**config.mk**
```make
export PLATFORM = sky130hd
export DESIGN_NAME = peri_bus_arbiter
export DESIGN_NICKNAME = d
export VERILOG_FILES = /design/src/rtl/peri_arb_pkg.sv /design/src/rtl/peri_rr_pick.sv /design/src/rtl/peri_bus_arbiter.sv
export SDC_FILE = /design/constraint.sdc
export NUM_CORES = 1
export LEC_CHECK = 0
export ABC_AREA = 1
export BUFFER_PORTS_ARGS = -buffer_cell sky130_fd_sc_hd__buf_2
export CAP_MARGIN = 10
export CORE_MARGIN = 2
export CORE_UTILIZATION = 38
export CTS_BUF_LIST = sky130_fd_sc_hd__clkbuf_16
export DETAILED_ROUTE_END_ITERATION = 7
export GPL_TIMING_DRIVEN = 1
export PLACE_DENSITY = 0.77
export SYNTH_ARGS = -nofsm -noshare
export SYNTH_HDL_FRONTEND = slang
export SYNTH_SLANG_ARGS = --single-unit
```
**constraint.sdc**
```tcl
create_clock -name clk -period 1.2 [get_ports clk]
set_input_delay 0.06 -clock clk [delete_from_list [all_inputs] [get_ports clk]]
set_output_delay 0.06 -clock clk [all_outputs]
set_load 0.05 [all_outputs]
```
**src/rtl/peri_arb_pkg.sv**
```systemverilog
// ---------------------------------------------------------------------------
// peri_arb_pkg
// Shared definitions for the peripheral bus arbiter:
//   - arbState_e : arbiter FSM states (IDLE, REQ, WAIT_R)
//   - ERR_RDATA  : read data returned to a master when the response
//                  watchdog gives up (only used with PERI_ARB_TIMEOUT_EN)
//   - ownerWidth : width of a master index for a given master count
// ---------------------------------------------------------------------------
package peri_arb_pkg;

   typedef enum logic [1:0] {
      IDLE   = 2'd0,
      REQ    = 2'd1,
      WAIT_R = 2'd2
   } arbState_e;

   localparam logic [31:0] ERR_RDATA = 32'hDEAD_BEEF;

   // Never returns 0 so that index vectors stay at least one bit wide.
   function automatic int ownerWidth(input int numMasters);
      return (numMasters > 1) ? $clog2(numMasters) : 1;
   endfunction

endpackage

```
**src/rtl/peri_rr_pick.sv**
```systemverilog
// ---------------------------------------------------------------------------
// peri_rr_pick
// Purely combinational round-robin pick. Scans the request vector starting
// at ptr_i and wrapping at NUM_MASTERS-1 back to 0; the first set request
// wins.
// Ports:
//   req_i      in  NUM_MASTERS  request vector
//   ptr_i      in  IW           index the search starts at
//   winIdx_o   out IW           index of the winning requester
//   anyValid_o out 1            at least one request is set
// ---------------------------------------------------------------------------
module peri_rr_pick
   import peri_arb_pkg::*;
#(
   parameter  int NUM_MASTERS = 2,
   localparam int IW          = ownerWidth(NUM_MASTERS)
) (
   input  logic [NUM_MASTERS-1:0] req_i,
   input  logic [IW-1:0]          ptr_i,
   output logic [IW-1:0]          winIdx_o,
   output logic                   anyValid_o
);

   int cand;

   // Visit candidates in priority order ptr, ptr+1, ... (mod NUM_MASTERS).
   // The inner loop turns the computed candidate back into a constant index
   // so the request vector is only ever indexed by loop constants.
   always_comb begin
      winIdx_o   = '0;
      anyValid_o = 1'b0;
      cand       = 0;
      for (int i = 0; i < NUM_MASTERS; i++) begin
         cand = int'(ptr_i) + i;
         if (cand >= NUM_MASTERS) begin
            cand = cand - NUM_MASTERS;
         end
         for (int j = 0; j < NUM_MASTERS; j++) begin
            if (!anyValid_o && (j == cand) && req_i[j]) begin
               anyValid_o = 1'b1;
               winIdx_o   = IW'(j);
            end
         end
      end
   end

endmodule

```
**src/rtl/peri_bus_arbiter.sv**
```systemverilog
// ---------------------------------------------------------------------------
// peri_bus_arbiter
// Round-robin arbiter sharing the single peripheral request port between
// NUM_MASTERS requesters with exactly one outstanding transaction. The
// winning request is captured, driven downstream from registers, and the
// single response is routed back to the master that owns it.
//
// Optional feature: define PERI_ARB_TIMEOUT_EN to enable a response
// watchdog. After TIMEOUT_CYCLES WAIT_R cycles without peri_rvalid the
// owner gets an m_rvalid_o pulse carrying ERR_RDATA and timeout_o is set
// (sticky until rst). Without the macro WAIT_R waits forever and
// timeout_o is tied low.
//
// Ports:
//   clk, rst      clock, synchronous active-high reset
//   m_req_i       per-master request
//   m_addr_i      per-master address      (flattened, master 0 in LSBs)
//   m_write_i     per-master write enable
//   m_be_i        per-master byte enables (flattened)
//   m_wdata_i     per-master write data   (flattened)
//   m_gnt_o       one-hot grant pulse
//   m_rvalid_o    one-hot response pulse
//   m_rdata_o     response data shared by all masters
//   peri_*        downstream request port (req/addr/write/be/wdata out,
//                 gnt/rvalid/rdata in)
//   timeout_o     sticky watchdog flag
// ---------------------------------------------------------------------------
module peri_bus_arbiter
   import peri_arb_pkg::*;
#(
   parameter int NUM_MASTERS    = 2,
   parameter int ADDR_WIDTH     = 32,
   parameter int DATA_WIDTH     = 32,
   parameter int TIMEOUT_CYCLES = 255,
   localparam int BE_WIDTH      = DATA_WIDTH / 8
) (
   input  logic                              clk,
   input  logic                              rst,
   input  logic [NUM_MASTERS-1:0]            m_req_i,
   input  logic [NUM_MASTERS*ADDR_WIDTH-1:0] m_addr_i,
   input  logic [NUM_MASTERS-1:0]            m_write_i,
   input  logic [NUM_MASTERS*BE_WIDTH-1:0]   m_be_i,
   input  logic [NUM_MASTERS*DATA_WIDTH-1:0] m_wdata_i,
   output logic [NUM_MASTERS-1:0]            m_gnt_o,
   output logic [NUM_MASTERS-1:0]            m_rvalid_o,
   output logic [DATA_WIDTH-1:0]             m_rdata_o,
   output logic                              peri_req,
   output logic [ADDR_WIDTH-1:0]             peri_addr,
   output logic                              peri_write,
   output logic [BE_WIDTH-1:0]               peri_be,
   output logic [DATA_WIDTH-1:0]             peri_wdata,
   input  logic                              peri_gnt,
   input  logic                              peri_rvalid,
   input  logic [DATA_WIDTH-1:0]             peri_rdata,
   output logic                              timeout_o
);

   localparam int IW = ownerWidth(NUM_MASTERS);

   // Reject configurations the arbiter cannot serve at elaboration time.
   if (NUM_MASTERS < 2 || TIMEOUT_CYCLES < 1) begin : gParamCheck
      $error("peri_bus_arbiter: needs NUM_MASTERS >= 2 and TIMEOUT_CYCLES >= 1");
   end

   arbState_e             state_q, state_d;
   logic [IW-1:0]         owner_q, owner_d;
   logic [IW-1:0]         ptr_q, ptr_d;
   logic [ADDR_WIDTH-1:0] addr_q, addr_d;
   logic                  write_q, write_d;
   logic [BE_WIDTH-1:0]   be_q, be_d;
   logic [DATA_WIDTH-1:0] wdata_q, wdata_d;

   logic [IW-1:0]         pickIdx;
   logic                  pickValid;
   logic                  timeoutFire;
   logic                  respDone;
   logic [IW-1:0]         nextPtr;

   logic [ADDR_WIDTH-1:0] mAddr  [NUM_MASTERS];
   logic [BE_WIDTH-1:0]   mBe    [NUM_MASTERS];
   logic [DATA_WIDTH-1:0] mWdata [NUM_MASTERS];

   // Split the flattened payload buses into per-master arrays so the
   // capture mux can be indexed directly by the winner.
   for (genvar g = 0; g < NUM_MASTERS; g++) begin : gUnpack
      assign mAddr[g]  = m_addr_i[g*ADDR_WIDTH +: ADDR_WIDTH];
      assign mBe[g]    = m_be_i[g*BE_WIDTH +: BE_WIDTH];
      assign mWdata[g] = m_wdata_i[g*DATA_WIDTH +: DATA_WIDTH];
   end

   peri_rr_pick #(
      .NUM_MASTERS (NUM_MASTERS)
   ) uPick (
      .req_i      (m_req_i),
      .ptr_i      (ptr_q),
      .winIdx_o   (pickIdx),
      .anyValid_o (pickValid)
   );

`ifdef PERI_ARB_TIMEOUT_EN
   localparam int CW = $clog2(TIMEOUT_CYCLES + 1);

   logic [CW-1:0] cnt_q, cnt_d;
   logic          timeout_q, timeout_d;

   // The counter sits at zero outside WAIT_R, so it is cleared on entry and
   // counts elapsed WAIT_R cycles. A real response in the limit cycle wins
   // over the watchdog.
   always_comb begin
      cnt_d       = '0;
      timeoutFire = 1'b0;
      timeout_d   = timeout_q;
      if (state_q == WAIT_R) begin
         cnt_d = cnt_q + CW'(1);
         if ((cnt_q == CW'(TIMEOUT_CYCLES)) && !peri_rvalid) begin
            timeoutFire = 1'b1;
            timeout_d   = 1'b1;
         end
      end
   end

   // Watchdog registers; the flag stays set until reset.
   always_ff @(posedge clk) begin
      if (rst) begin
         cnt_q     <= '0;
         timeout_q <= 1'b0;
      end else begin
         cnt_q     <= cnt_d;
         timeout_q <= timeout_d;
      end
   end

   assign timeout_o = timeout_q;
`else
   assign timeoutFire = 1'b0;
   assign timeout_o   = 1'b0;
`endif

   assign respDone = (state_q == WAIT_R) && (peri_rvalid || timeoutFire);
   assign nextPtr  = (owner_q == IW'(NUM_MASTERS - 1)) ? '0 : owner_q + IW'(1);

   // Next-state logic. The payload is captured only in IDLE so the
   // downstream port stays stable even if the master drops its request.
   // A gnt in REQ always wins; an rvalid seen in the same REQ cycle is
   // ignored, as is any rvalid outside WAIT_R.
   always_comb begin
      state_d = state_q;
      owner_d = owner_q;
      ptr_d   = ptr_q;
      addr_d  = addr_q;
      write_d = write_q;
      be_d    = be_q;
      wdata_d = wdata_q;
      case (state_q)
         IDLE: begin
            if (pickValid) begin
               owner_d = pickIdx;
               addr_d  = mAddr[pickIdx];
               write_d = m_write_i[pickIdx];
               be_d    = mBe[pickIdx];
               wdata_d = mWdata[pickIdx];
               state_d = REQ;
            end
         end
         REQ: begin
            if (peri_gnt) begin
               state_d = WAIT_R;
            end
         end
         WAIT_R: begin
            if (respDone) begin
               ptr_d   = nextPtr;
               state_d = IDLE;
            end
         end
         default: begin
            state_d = IDLE;
         end
      endcase
   end

   // State and capture registers, all cleared by reset.
   always_ff @(posedge clk) begin
      if (rst) begin
         state_q <= IDLE;
         owner_q <= '0;
         ptr_q   <= '0;
         addr_q  <= '0;
         write_q <= 1'b0;
         be_q    <= '0;
         wdata_q <= '0;
      end else begin
         state_q <= state_d;
         owner_q <= owner_d;
         ptr_q   <= ptr_d;
         addr_q  <= addr_d;
         write_q <= write_d;
         be_q    <= be_d;
         wdata_q <= wdata_d;
      end
   end

   assign peri_req   = (state_q == REQ);
   assign peri_addr  = addr_q;
   assign peri_write = write_q;
   assign peri_be    = be_q;
   assign peri_wdata = wdata_q;

   // Grant and response pulses follow the downstream handshakes in the same
   // cycle. Read data is a passthrough, forced to zero outside WAIT_R so it
   // never leaks stale bus values, and replaced by ERR_RDATA on a timeout.
   always_comb begin
      m_gnt_o    = '0;
      m_rvalid_o = '0;
      m_rdata_o  = '0;
      for (int i = 0; i < NUM_MASTERS; i++) begin
         m_gnt_o[i]    = (state_q == REQ) && peri_gnt && (owner_q == IW'(i));
         m_rvalid_o[i] = respDone && (owner_q == IW'(i));
      end
      if (state_q == WAIT_R) begin
         m_rdata_o = timeoutFire ? DATA_WIDTH'(ERR_RDATA) : peri_rdata;
      end
   end

endmodule

```
# --- Word level (Yosys, flattened, before mapping) ---
# Cells that the tools add are included.
totals:
  reg_bits: 73
  inputBits: 176
  output_inout_bits: 107
  elab_cells: 72
classes:
  add_sub_neg: 4
  magnitude_cmp: 4
  n_eq_ne: 7
  n_mux: 26
  bitwise: 2
  n_reduce_logical: 22
ops:
  columns: ["cell", "count"]
  rows:
  - ["$mux 32", 9]
  - ["$eq 2x32->1 const A", 2]
  - ["$logic_not 32->1", 2]
  - ["$ge 32x3->1 const B", 1]
  - ["$sub 32x3->32 const B", 1]
  - ["$logic_and 1x1->1", 13]
  - ["$mux 4", 3]
  - ["$mux 1", 10]
  - ["$mux 2", 3]
  - ["$pmux 2 s3", 1]
  - ["$ne 2x2->1 const B", 2]
  - ["$reduce_and 2->1", 2]
  - ["$logic_not 1->1", 3]
  - ["$reduce_and 3->1", 1]
  - ["$sub 1x2->3 const B", 1]
  - ["$add 1x1->2 const B", 1]
  - ["$eq 2x1->1 const B", 1]
  - ["$eq 2x2->1 const B", 1]
  - ["$ge 1x2->1 const B", 1]
  - ["$ge 2x2->1 const B", 1]
  - ["$logic_not 2->1", 1]
  - ["$lt 1x2->1 const B", 1]
  - ["$ne 2x1->1 const B", 1]
  - ["$not 1->2", 1]
  - ["other kinds (2)", 2]

# --- Logic depth before layout (Yosys ltp) ---
# Gate-level depths: netlist of the first run.
depth:
  ltp_word: 21
  ltp_mapped: 10
  depth_no_buf: 8

# --- Modules after synthesis ---
# From an unflattened synthesis of the first run, not the netlist that was laid out.
unflattened:
  cells_unflattened: 766
  hier_area_um2: 4167.7
modules_own_cells:
  columns: ["mod", "n_inst", "cells_each", "area_each_um2", "seq_area_each_um2"]
  rows:
  - ["peri_bus_arbiter", 1, 762, 4149.0, 1461.4]
  - ["peri_rr_pick", 1, 4, 18.8, 0.0]

# --- Worst setup path after synthesis of the first run ---
# OpenSTA, ideal clock, no wires.
synth_timing:
  path_kind: "reg-to-output"
  from: "register state_q[0]"
  to: "output m_gnt_o[0]"
  t_arrival_ns: 1.953
  t_required_ns: 1.140
  path_slack_ns: -0.813
  stages_incl_launch_ff: 5
  n_path_buf: 0
  path_cell_list: "dfxtp_1 inv_1 nor2_1 nand2_1 nor2_1"
synth_between:
  elab_chain_cells: 3
synth_lines:
  columns: ["element", "line", "rtl"]
  rows:
  - ["from (decl)", "peri_bus_arbiter.sv:65", "arbState_e state_q, state_d;"]
  - ["from (signal assigned)", "peri_bus_arbiter.sv:193", "state_q <= state_d;"]
  - ["$eq 2x1->1", null, null]
  - ["named net peri_req", "peri_bus_arbiter.sv:47", "output logic peri_req,"]
  - ["$logic_and 1x1->1 (2 in a row)", "peri_bus_arbiter.sv:217", "m_gnt_o[i] = (state_q == REQ) && peri_gnt && (owner_q == IW'(i));"]
  - ["to (decl)", "peri_bus_arbiter.sv:44", "output logic [NUM_MASTERS-1:0] m_gnt_o,"]
# The timed path passes the listed nets, and every way through them passes these cells.

# --- Worst setup path in the final report of the first run ---
layout_timing:
  from: "register state_q[1]"
  to: "output m_rdata_o[15]"
layout_between:
  elab_chain_cells: 2
layout_lines:
  columns: ["element", "line", "rtl"]
  rows:
  - ["$eq 2x2->1", "peri_bus_arbiter.sv:220", "if (state_q == WAIT_R) begin"]
  - ["$mux 32", "peri_bus_arbiter.sv:220", null]
  - ["to (decl)", "peri_bus_arbiter.sv:46", "output logic [DATA_WIDTH-1:0] m_rdata_o,"]
# Every way passes these cells.

==> results of run 1 <==
==> sequential cells by signal, summed over array words and instances (netlist names) <==
name / flops
peri_addr: 32
peri_wdata: 32
peri_be: 4
state_q: 2
owner_q: 1
peri_write: 1
ptr_q: 1
==> cell usage after synthesis <==
master    number  area (µm²)
a21oi_1        3        15.0
buf_1          3        11.3
buf_2         16        80.1
buf_4          6        45.0
clkbuf_1      23        86.3
conb_1         1        3.75
dfxtp_1       73        1460
inv_1        109         409
inv_2          1        3.75
nand2_1      282        1060
nand2_2        2        12.5
nand2_4        1        11.3
nand3_1       70         350
nor2_1       178         668
o21ai_0        1        5.00
or2_2          1        6.26
==> layer usage <==
metal,global-route usage (%),routed length [µm],vias up
met1,28.3,6630,2584
met3,5.93,1200,33
met4,7.69,359,0
li1,-,-,2865
met2,40.9,8470,216
met5,0,0,-
==> path summary, 6_finish.rpt <==
check                     from        endpoint  slack, ns  depth (start not counted)
setup / recovery    state_q[1]   m_rdata_o[15]      -0.23                          6
hold / removal    m_wdata_i[0]   peri_wdata[0]       0.05                          5
setup reg to reg    state_q[1]  peri_wdata[23]      -0.22                          8
hold reg to reg   peri_addr[6]    peri_addr[6]       0.51                          4
==> cell type report <==
cell class	count	share of cell area [%]
flip-flops and latches	73	18.5
clock buffers	9	2.83
multi-input cells	544	37.4
repair buffers	338	33.5
clock inverters	5	0.330
well taps	140	2.20
diodes	1	0.0315
inverters	110	5.22
==> what timing repair did <==
item	4_1_cts	5_1_grt
pin swaps	0	38
hold endpoints to repair	2	0
resized for setup	90	168
endpoints found under the setup margin	107	108
setup buffers	0	6
cloned	3	25
hold buffers	2	0
==> tightest hold or removal path, delay by kind of cell <==
kind / cells / cell delay (ns)
buffers and inverters: 1 / 0.07
AND/OR/NAND/NOR: 4 / 0.20
==> stage by stage <==
stage                     cells  cell area (µm²)  setup TNS, ns
final                      1220             7960         -15.57
after floorplan             770             4510         -0.985
after global routing       1219             7950         -22.63
after detailed placement   1170             6220          -2.26
after global placement     1170             6220        -0.0568
after CTS                  1189             6850         -14.51
==> power by group <==
part           total [mW]  switching [mW]  internal (mW)  leakage (nW)
Clock                2.32           0.969           1.36         0.128
Sequential           2.87           0.152           2.72         0.608
Combinational        4.41            2.78           1.63          3.67
Total                9.60            3.90           5.70          4.40
==> kinds of logic (layout without fill, tap and decap cells) <==
logic type             count (synthesis)  in the layout  share of synthesized area [%]
flip-flops                            73             73                           34.6
AO/OA/AOI/OAI                          4              4                          0.473
buffers and inverters                158            462                           15.0
other                                  1              2                         0.0887
AND/OR/NAND/NOR                      534            539                           49.8
==> metrics.yaml, run 1 <==
status: "complete, but fails checks"
violations: "setup timing"
ys_seq_area_share_pct: 34.6
grt_pass1_vias: 4815
die_w_um: 109
crit_path_start_kind: "flop"
fin_crit_ns: 1.43
overflow: 0
cp.required_ns: 1.14
start_util_pct: 39.0
globalRouteTotalUtil_pct: 23.5
grt_pass1_wl_um: 22400
netlist_area_mm2: 0.00423
clk_pin_slew_ns: 0.06
synth.distinct_cells: 16
final_hold_viol_count: 0
crit_top_cell: "nor2_4"
fin_crit_sh_pct: 119
die_h_um: 109
first_iter_violations: 268
end_kind: "primary output"
portBuffers: 281
cts_buffers: 9
cts_tree: "yes"
fin_util_pct: 73.4
antenna_found_initial: 0
p_leak_nw: 4.40
vdd_drop_max_v: 0.000716
multiInputGateArea_mm2: 0.00297
hold_class: "input pin to flop"
cp_num_buf_inv: 4
die_area_mm2: 0.0120
cp_data_arrival_time_ns: 1.37
clockBufferDepth: 2
avgSynthCellArea_um2: 5.49
powerDensity_mw_per_mm2: 1210
fmax_mhz: 700
crit_slowest_cell: "dfxtp_4"
netlist_instances: 770
antenna_left: 0
drc: 0
root_buffer: "clkbuf_16"
vias_per_cell: 4.67
final_cell_mix: "nand2_1 (246), buf_2 (244), inv_1 (107)"
clock_sinks: 73
n_fill_cell: 851
fin_skew_ns: 0.00533
path_delay_family: "buffers and inverters"
area_growth_pct: 88.2
place_ws_ns: -0.0607
mostFrequentLayoutCell: "nand2_1"
vias: 5698
max_stage_delay_ns: 0.36
grt_max_degree: 42
drt_pass1_iterations: 4
core_mm2: 0.0108
slew_violations: 0
clock_latency_ns: 0.32
htree_levels: 3
drive_above_1_share_pct: 46.1
hold_ws_ns: 0.0460
wl_per_cell_um: 13.7
rsz0062_at_grt: "true"
cp_max_fo: 11
nets: 1252
ys.warnings.count: 0
setup_slack_ns: -0.229
finalSetupViolCount: 108
drt-total-wl_um: 16700
worstPathCellList: "inv_2 > nor2_4 > inv_4 > buf_12 > nor2_4 > buf_8"
worst-setup-path-type: "flop to primary output"
drv_cap: 0
gp_congestion: 0.883
io_pins: 283
p_total_mw: 9.60
synth_nets: 946
regArea_mm2: 0.00147
rows: 38
hpwl_um: 10300
synth-seq-cells: 73
Note: power is estimated with default switching activity, not from simulation.
==> run 2: changes to the inputs <==
==> constraint.sdc (replaced) <==
create_clock -name clk -period 1.2 [get_ports clk]
set_input_delay 0.06 -clock clk [delete_from_list [all_inputs] [get_ports clk]]
set_output_delay 0.06 -clock clk [all_outputs]
set_load 0.01 [all_outputs]
==> run 2 against run 1 <==
  * The run still ends with setup timing left
  * Sequential power hardly changed
  * Count of clock-buffer cells in the layout stayed put
  * Die area stayed put
  * First-iteration DRC count is 9.0% higher
  * Sequential cell count stayed put
  * Clock power is 30% higher
  * Core utilization is 15 points lower
  * Register-to-register slack better by 0.10 ns
  * Setup slack better by 0.073 ns
  * Wire length is 19% lower
  * Non-clock buffer count is 31 lower
  * Final cell count is 3.0% lower
  * Largest cell class unchanged
==> metrics.yaml, run 2 (synthesis results as in run 1) <==
grt_pass1_wl_um: 20700
vdd_drop_max_v: 0.000778
grt_util_met2_pct: 36.4
reg2reg_from: "state_q[1]"
rsz0062_at_grt: "true"
first_iter_violations: 292
portBuffers: 281
violations: "setup timing"
htree_levels: 3
cp.required_ns: 1.14
final_cell_mix: "buf_2 (280), nand2_1 (279), nor2_1 (168)"
fin_util_pct: 58.6
cts_buffers: 9
root_buffer: "clkbuf_16"
whs_path_depth: 5
clk_pin_slew_ns: 0.06
antenna_left: 0
drv_cap: 0
finalSetupViolCount: 108
die_h_um: 109
rr_worst_depth: 6
fin_crit_ns: 1.36
fmax_mhz: 737
drc: 0
hold_class: "input pin to flop"
gr-max-usage-layer: "met2"
cp_max_fo: 9
use_met3_pct: 6.11
mostFrequentLayoutCell: "buf_2"
end_kind: "primary output"
crit_slowest_cell: "dfxtp_2"
clockBufferDepth: 2
globalRouteTotalUtil_pct: 21.6
antenna_found_initial: 1
nets: 1216
hpwl_um: 9910
drt-total-wl_um: 13500
hp-start: "m_be_i[0]"
hold_path_end: "peri_be[0]"
met1_usage_pct: 26.8
grt_max_degree: 65
area_growth_pct: 50.1
hold_ws_ns: 0.0385
vias_per_cell: 4.31
rows: 38
cts_tree: "yes"
worst-setup-path-type: "flop to primary output"
drt_pass1_iterations: 4
rrSetupSlack_ns: -0.12
die_w_um: 109
fin_crit_sh_pct: 113
final_hold_viol_count: 0
clock_sinks: 73
max_stage_delay_ns: 0.34
die_area_mm2: 0.0120
vias: 5107
worst_r2r_endpoint: "peri_addr[15]"
setup_slack_ns: -0.156
overflow: 0
p_total_mw: 8.09
gp_congestion: 0.840
io_pins: 283
crit_path_start_kind: "flop"
clock_latency_ns: 0.33
start_util_pct: 39.0
worstPathCellList: "inv_2 > nor2_4 > inv_6 > buf_8 > nor2_1 > buf_2"
powerDensity_mw_per_mm2: 1270
diodes: 0
grt_pass1_vias: 4459
core_mm2: 0.0108
cp_data_arrival_time_ns: 1.30
fin_skew_ns: 0.00954
slew_violations: 0
wl_per_cell_um: 11.4
p_leak_nw: 4.02
status: "complete, but fails checks"
drive_above_1_share_pct: 32.9
run 2: cell count changes in the layout (fill, tap and decap cells not counted), sizes merged:
cell	previous run	this run
inv	111	110
buf	323	306
clkinvlp	1	0
clkbuf	22	9
dlygate4sd3	2	1
bufinv	0	3
nand2	290	285
diode	1	0
run 2: area by class of cell:
cell class	instances	area, µm²
Fill cell	1136	4490
Multi-Input combinational cell	539	2190
Timing Repair Buffer	307	1760
Sequential cell	73	1470
Inverter	110	418
Clock buffer	9	225
Tap cell	140	175
Clock inverter	6	108
run 2: timing repair:
action / CTS / global route
hold buffers: 1 / 0
endpoints found under the setup margin: 106 / 109
setup buffers: 5 / 0
endpoints found under the hold margin: 2 / 0
pin swaps: 3 / 4
gates resized for setup: 24 / 13
gates cloned: 1 / 0
run 2: worst max-delay path by stage:
stage,start,end,slack [ns],cells after the start
2_1_floorplan,ptr_q,peri_addr[0],0.003,9
3_3_place_gp,ptr_q,peri_addr[8],-0.09,8
3_5_place_dp,ptr_q,peri_addr[4],-0.11,8
4_1_cts,state_q[1],m_rdata_o[17],-0.14,6
5_1_grt,state_q[1],m_rdata_o[15],-0.24,6
6_report,state_q[1],m_rdata_o[21],-0.16,6
run 2: metrics by stage:
step / setup slack (ns) / TNS, ns / std cells / area [µm²]
5_1_grt: -0.239 / -18.12 / 1184 / 6350
4_1_cts: -0.143 / -6.74 / 1184 / 6290
3_3_place_gp: -0.0909 / -2.81 / 1162 / 5820
3_5_place_dp: -0.113 / -3.91 / 1162 / 5820
6_report: -0.156 / -10.94 / 1184 / 6350
2_1_floorplan: 0.00311 / 0 / 770 / 4250
run 2: critical path, delay by kind of cell, from the launching register on:
family / cells / cell delay (ns)
buf+inv: 4 / 0.42
flops: 1 / 0.34
simple gates: 2 / 0.21
run 2: report_power, final:
group	total [mW]	internal (mW)	switching [mW]	leakage, nW
combinational	2.21	0.950	1.26	3.25
sequential	2.86	2.72	0.144	0.607
clock	3.02	2.01	1.01	0.163
run 2: layer usage:
metal,wire length (µm),vias up,part of all wire [%]
met5,13,-,0.097
met4,196,2,1.5
met3,1100,17,8.2
met2,6400,162,48
met1,5750,2146,43
li1,-,2780,-
